--- src/rtl/sync_fifo_ex.sv ---
// sync_fifo_ex: single-clock FIFO with 2^ADDR_WIDTH usable words, fill count,
// almost-full/almost-empty thresholds, optional first-word-fall-through read
// mode and sticky overflow/underflow flags.
//
// Ports:
//   clk           rising-edge clock for all state
//   reset         synchronous active-high; clears pointers, count, flags, output
//   data_w/req_w  write data / write request (ignored while full)
//   full          count == 2^ADDR_WIDTH
//   almost_full   count >= AFULL_TH
//   data_r        read data (standard: registered RAM output; FWFT: head word)
//   req_r         read request (FWFT: pop of the head word)
//   empty         no readable word
//   almost_empty  count <= AEMPTY_TH
//   count         words held, including any prefetched FWFT words
//   overflow      sticky, set by req_w while full
//   underflow     sticky, set by req_r while empty
//   clear_err     clears overflow/underflow; a new set wins over the clear
module sync_fifo_ex #(
    parameter int unsigned DATA_WIDTH = 8,
    parameter int unsigned ADDR_WIDTH = 8,
    parameter int unsigned FWFT       = 0,
    parameter int unsigned AFULL_TH   = (1 << ADDR_WIDTH) - 4,
    parameter int unsigned AEMPTY_TH  = 4
) (
    input  logic                  clk,
    input  logic                  reset,
    input  logic [DATA_WIDTH-1:0] data_w,
    input  logic                  req_w,
    output logic                  full,
    output logic                  almost_full,
    output logic [DATA_WIDTH-1:0] data_r,
    input  logic                  req_r,
    output logic                  empty,
    output logic                  almost_empty,
    output logic [ADDR_WIDTH:0]   count,
    output logic                  overflow,
    output logic                  underflow,
    input  logic                  clear_err
);

    localparam int unsigned DEPTH = 1 << ADDR_WIDTH;
    localparam int unsigned CW    = ADDR_WIDTH + 1;
    localparam int unsigned PW    = ADDR_WIDTH + 1;

    localparam logic [CW-1:0] DEPTH_C  = CW'(DEPTH);
    localparam logic [CW-1:0] AFULL_C  = CW'(AFULL_TH);
    localparam logic [CW-1:0] AEMPTY_C = CW'(AEMPTY_TH);
    localparam bit            FWFT_MODE = (FWFT != 0);

    // Storage (behaves as a dual-port RAM with both ports on clk)
    logic [DATA_WIDTH-1:0] mem [DEPTH];

    // State registers
    logic [PW-1:0]         wp;
    logic [PW-1:0]         rp;
    logic [DATA_WIDTH-1:0] ram_q;   // RAM registered read data
    logic                  mid_v;   // FWFT: ram_q holds a prefetched word
    logic [DATA_WIDTH-1:0] head;    // FWFT: oldest word, presented on data_r
    logic                  head_v;

    // Next-state values
    logic                  we;
    logic                  rd_acc;
    logic                  ram_rd;
    logic                  ram_ne;
    logic                  mid_move;
    logic [PW-1:0]         wp_n;
    logic [PW-1:0]         rp_n;
    logic [CW-1:0]         count_n;
    logic                  mid_v_n;
    logic [DATA_WIDTH-1:0] head_n;
    logic                  head_v_n;
    logic                  empty_n;
    logic                  ovf_n;
    logic                  unf_n;

    // Acceptance, prefetch pipeline and next-state computation
    always_comb begin
        we       = 1'b0;
        rd_acc   = 1'b0;
        ram_rd   = 1'b0;
        mid_move = 1'b0;
        wp_n     = wp;
        rp_n     = rp;
        count_n  = count;
        mid_v_n  = mid_v;
        head_n   = head;
        head_v_n = head_v;
        empty_n  = empty;
        ram_ne   = (wp != rp);

        we = req_w & ~full;

        if (FWFT_MODE) begin
            rd_acc   = req_r & head_v;
            // Prefetched word advances when the head slot is free or being popped
            mid_move = mid_v & (~head_v | rd_acc);
            // Keep the prefetch stage busy so pops can stream one per clock
            ram_rd   = ram_ne & (~mid_v | mid_move);
            if (~head_v | rd_acc) begin
                head_v_n = mid_v;
                if (mid_v) begin
                    head_n = ram_q;
                end
            end
            mid_v_n = ram_rd | (mid_v & ~mid_move);
            empty_n = ~head_v_n;
        end else begin
            rd_acc = req_r & ~empty;
            ram_rd = rd_acc;
        end

        if (we) begin
            wp_n = wp + PW'(1);
        end
        if (ram_rd) begin
            rp_n = rp + PW'(1);
        end

        case ({we, rd_acc})
            2'b10:   count_n = count + CW'(1);
            2'b01:   count_n = count - CW'(1);
            default: count_n = count;
        endcase

        if (!FWFT_MODE) begin
            empty_n = (count_n == '0);
        end

        // Set wins over clear
        ovf_n = (req_w & full)  | (overflow  & ~clear_err);
        unf_n = (req_r & empty) | (underflow & ~clear_err);
    end

    // Control and status registers
    always_ff @(posedge clk) begin
        if (reset) begin
            wp           <= '0;
            rp           <= '0;
            count        <= '0;
            ram_q        <= '0;
            mid_v        <= 1'b0;
            head         <= '0;
            head_v       <= 1'b0;
            full         <= 1'b0;
            almost_full  <= 1'b0;
            empty        <= 1'b1;
            almost_empty <= 1'b1;
            overflow     <= 1'b0;
            underflow    <= 1'b0;
        end else begin
            wp           <= wp_n;
            rp           <= rp_n;
            count        <= count_n;
            mid_v        <= mid_v_n;
            head         <= head_n;
            head_v       <= head_v_n;
            full         <= (count_n == DEPTH_C);
            almost_full  <= (count_n >= AFULL_C);
            empty        <= empty_n;
            almost_empty <= (count_n <= AEMPTY_C);
            overflow     <= ovf_n;
            underflow    <= unf_n;
            if (ram_rd) begin
                ram_q <= mem[rp[ADDR_WIDTH-1:0]];
            end
        end
    end

    // RAM write port
    always_ff @(posedge clk) begin
        if (we && !reset) begin
            mem[wp[ADDR_WIDTH-1:0]] <= data_w;
        end
    end

    assign data_r = FWFT_MODE ? head : ram_q;

endmodule

--- config.mk ---
export PLATFORM = sky130hd
export DESIGN_NAME = sync_fifo_ex
export DESIGN_NICKNAME = d
export VERILOG_FILES = /design/src/rtl/sync_fifo_ex.sv
export SDC_FILE = /design/constraint.sdc
export NUM_CORES = 2
export LEC_CHECK = 0
export CAP_MARGIN = 20
export CORE_MARGIN = 4
export CORE_UTILIZATION = 45
export CTS_BUF_LIST = sky130_fd_sc_hd__clkbuf_4 sky130_fd_sc_hd__clkbuf_8
export DETAILED_ROUTE_END_ITERATION = 12
export PLACE_DENSITY_LB_ADDON = 0.25
export SLEW_MARGIN = 25
export SYNTH_ARGS = -nofsm -noshare
export SYNTH_HDL_FRONTEND = slang
export SYNTH_SLANG_ARGS = --single-unit
--- constraint.sdc ---
create_clock -name clk -period 4 [get_ports clk]
set_input_delay 1 -clock clk [delete_from_list [all_inputs] [get_ports clk]]
set_output_delay 1 -clock clk [all_outputs]
set_load 0.02 [all_outputs]
==> flow_metrics.py <==
metrics = {
    "run_status": {
        "status": "finished clean",
    },
    "sta": {
        "hold_viol_final": 0,
        "fin_crit_ps": 3660,
        "grt_setup_unrepaired": "no",
        "slew_headroom_pct": 28.3,
        "fin_crit_sh_pct": 91.5,
        "max_freq_mhz": 273,
        "hold_ws_ps": 392,
        "finClkSkew_ps": 89.1,
        "final-setup-viol-count": 0,
        "slew_viol_final": 0,
        "tightest_slew_ps": 1070,
    },
    "cts": {
        "path_clk_slew_ps": 70,
        "numCtsBuffers": 348,
        "cts_resized": 0,
        "root_buffer": "clkbuf_8",
        "hold_buffers": 0,
        "cts_buffer_depth": 4,
        "clk_latency_ps": 1050,
        "cts_num_sinks": 2087,
        "cts_tree": "yes",
        "post_cts_buffers": 0,
        "cts-htree-levels": 5,
    },
    "global_routing": {
        "grt_pass1_vias": 45163,
        "grt_pass1_wl_um": 326000,
        "grt_max_degree": 118,
        "antenna_found_initial": 6,
        "grt_use_total_pct": 23.6,
        "grt-ovfl-total": 0,
    },
    "synth": {
        "synth_edf_count": 2048,
        "syn_inst": 4223,
        "seq_area_frac_synth_pct": 75.7,
        "syn_nets": 4243,
        "synth_area_um2": 82300,
        "ys_ff_latch": 2087,
        "yosys.cell_types.count": 75,
        "yosysWarnings": 0,
        "ys.flop_type": "edfxtp_1",
        "avgSynthCellArea_um2": 19.5,
        "ys_async_sr_fraction_pct": 0,
    },
    "run": {
        "maxCapViolations": 0,
    },
    "final_layout": {
        "fin_nets": 4897,
        "area_growth_pct": 15.9,
        "final_layout_size_suffix_gt1_share_pct": 29.1,
        "final_common_cell": "edfxtp_1",
        "layout_common_cells": "edfxtp_1 (2048), buf_4 (482), clkbuf_8 (373)",
    },
    "route": {
        "via_per_inst": 6.00,
        "wl_um": 226000,
        "wl_per_cell_um": 30.1,
        "drt-pass1-iter-count": 6,
        "drt-initial-drc-count": 5491,
        "vias": 45015,
        "ant_nets": 0,
        "drcViolationCount": 0,
    },
    "power_and_ir_drop": {
        "power_w": 0.0480,
        "pwr-share-clk_pct": 37.7,
        "power.density_nw_per_um2": 504,
        "worst_ir_drop_vdd_mv": 0.330,
        "p_switching_w": 0.0115,
        "combinationalPowerShare_pct": 11.8,
        "swShare_pct": 23.9,
        "p_leak_nw": 30.2,
        "intPower_w": 0.0366,
        "seqPwrFrac_pct": 50.5,
    },
    "floorplanning": {
        "pin_count": 36,
        "die_height_um": 436,
        "core-area_um2": 181000,
        "die_area_um2": 190000,
        "die_w_um": 436,
        "rows": 156,
        "initial_utilization_pct": 45.4,
    },
    "worst_setup_path": {
        "r2r_cells": 11,
        "endpoint_kind": "flop",
        "path_max_fanout": 20,
        "rr_startpoint": "rp[0]",
        "rrSetupSlack_ps": 340,
        "start_kind": "flop",
        "r2r_end": "data_r[5]",
        "worstPathRequired_ps": 4930,
        "critical_path_class": "reg -> reg",
        "startpoint": "rp[0]",
        "worst_ep_arrival_time_ps": 4590,
        "cp-endpoint": "data_r[5]",
    },
    "placement": {
        "port_buffers": 35,
        "dp_hpwl_um": 143000,
        "gp_congestion": 0.858,
    },
    "min_path": {
        "hp-class": "in -> reg",
    },
}
[kinds of logic after synthesis]
logic type	Yosys count	synth area share (%)
XOR/XNOR	21	0.223
buffers and inverters	279	2.11
flip-flops	2087	75.7
AO/OA/AOI/OAI	483	4.09
multiplexers	708	14.5
adder cells (fa/ha/maj)	7	0.106
AND/OR/NAND/NOR	638	3.31
[worst max-delay path, cell delays in order, from the launching register on]
cell	delay, ps
dfxtp_4	730
buf_12	300
buf_12	220
buf_4	220
mux2i_1	100
o221ai_1	320
o221ai_1	210
a21oi_1	420
nor3_1	90
nor3_1	590
a21oi_1	150
nor3_1	180
[synthesized netlist by cell type (all sizes together) (4+ instances only)]
master | n | area share (%)
a22o | 6 | 0.064
nor4 | 5 | 0.038
nor2b | 16 | 0.12
o32ai | 5 | 0.053
and3 | 11 | 0.084
o221ai | 65 | 0.69
a211oi | 23 | 0.21
o31ai | 18 | 0.16
ha | 7 | 0.11
a31oi | 18 | 0.14
o2111ai | 5 | 0.053
mux2 | 22 | 0.30
mux4 | 382 | 11
or4 | 5 | 0.046
a311oi | 6 | 0.064
mux2i | 304 | 3.7
nand4 | 4 | 0.030
a22oi | 42 | 0.38
o22ai | 48 | 0.36
o21a | 4 | 0.036
buf | 157 | 1.6
a21oi | 107 | 0.65
a221o | 6 | 0.073
inv | 9 | 0.041
nor2 | 338 | 1.5
xnor2 | 14 | 0.15
a21o | 6 | 0.055
o21ai | 51 | 0.31
o211ai | 10 | 0.091
xor2 | 7 | 0.074
nand2b | 13 | 0.099
nand2 | 142 | 0.65
nand3 | 44 | 0.27
nor3 | 30 | 0.18
or3 | 9 | 0.068
edfxtp | 2048 | 75
dfxtp | 39 | 0.95
clkbuf | 111 | 0.51
a2111oi | 5 | 0.062
and2 | 11 | 0.084
o22a | 5 | 0.053
a221oi | 30 | 0.33
[through the flow]
step | utilization [%] | TNS [ps] | instances | setup WS [ps] | instance area (µm²)
after floorplan | - | 0 | 4223 | 411 | 82300
after global placement | 49.0 | -7.02 | 6896 | -4.91 | 88800
after detailed placement | 49.0 | -56.3 | 6896 | -21.6 | 88800
after CTS | 52.6 | 0 | 7499 | 293 | 95400
after global routing | 52.6 | 0 | 7502 | 38.5 | 95400
final | 52.6 | 0 | 7503 | 341 | 95400
[worst min path at each step]
| stage | from | end | slack (ps) | cells after the start |
|---|---|---|---|---|
| after global placement | overflow | overflow | 480 | 2 |
| after floorplan | wp[1] | wp[1] | 480 | 2 |
| after CTS | reset | wp[3] | 320 | 2 |
| after global routing | data_w[4] | mem[154][4] | 330 | 1 |
| final | data_w[4] | mem[163][4] | 390 | 1 |
| after detailed placement | overflow | overflow | 490 | 2 |
[cell type report]
cell class                 instances  area [µm²]
fill                           14308       85900
antenna                            3        7.51
clock buffer                     463        5760
multi-input combinational       1857       18400
inverter                          11        46.3
tap                             2370        2970
timing repair buffer             572        5100
sequential                      2087       62300
clock inverter                   140         817
[sequential cells by signal, indices dropped and copies added, names as in the netlist]
signal	count
full	1
underflow	1
almost_full	1
wp	8
mem	2048
data_r	8
count	9
overflow	1
empty	1
almost_empty	1
rp	8
[power by group through the flow]
stage | combinational [W] | clock, W | sequential (W)
2_1_floorplan | 0.00392 | 0 | 0.0246
3_3_place_gp | 0.00567 | 0 | 0.0247
3_5_place_dp | 0.00569 | 0 | 0.0247
4_1_cts | 0.00570 | 0.0185 | 0.0243
5_1_grt | 0.00600 | 0.0195 | 0.0243
6_report | 0.00565 | 0.0181 | 0.0243
[layer usage]
layer / track usage (%) / up-vias / part of all wire [%]
li1: - / 18674 / -
met1: 33.2 / 23641 / 41
met2: 36.8 / 2259 / 47
met3: 4.42 / 441 / 8.4
met4: 9.15 / 0 / 4.0
met5: 0 / - / 0
Power figures use the tool's default switching activity.
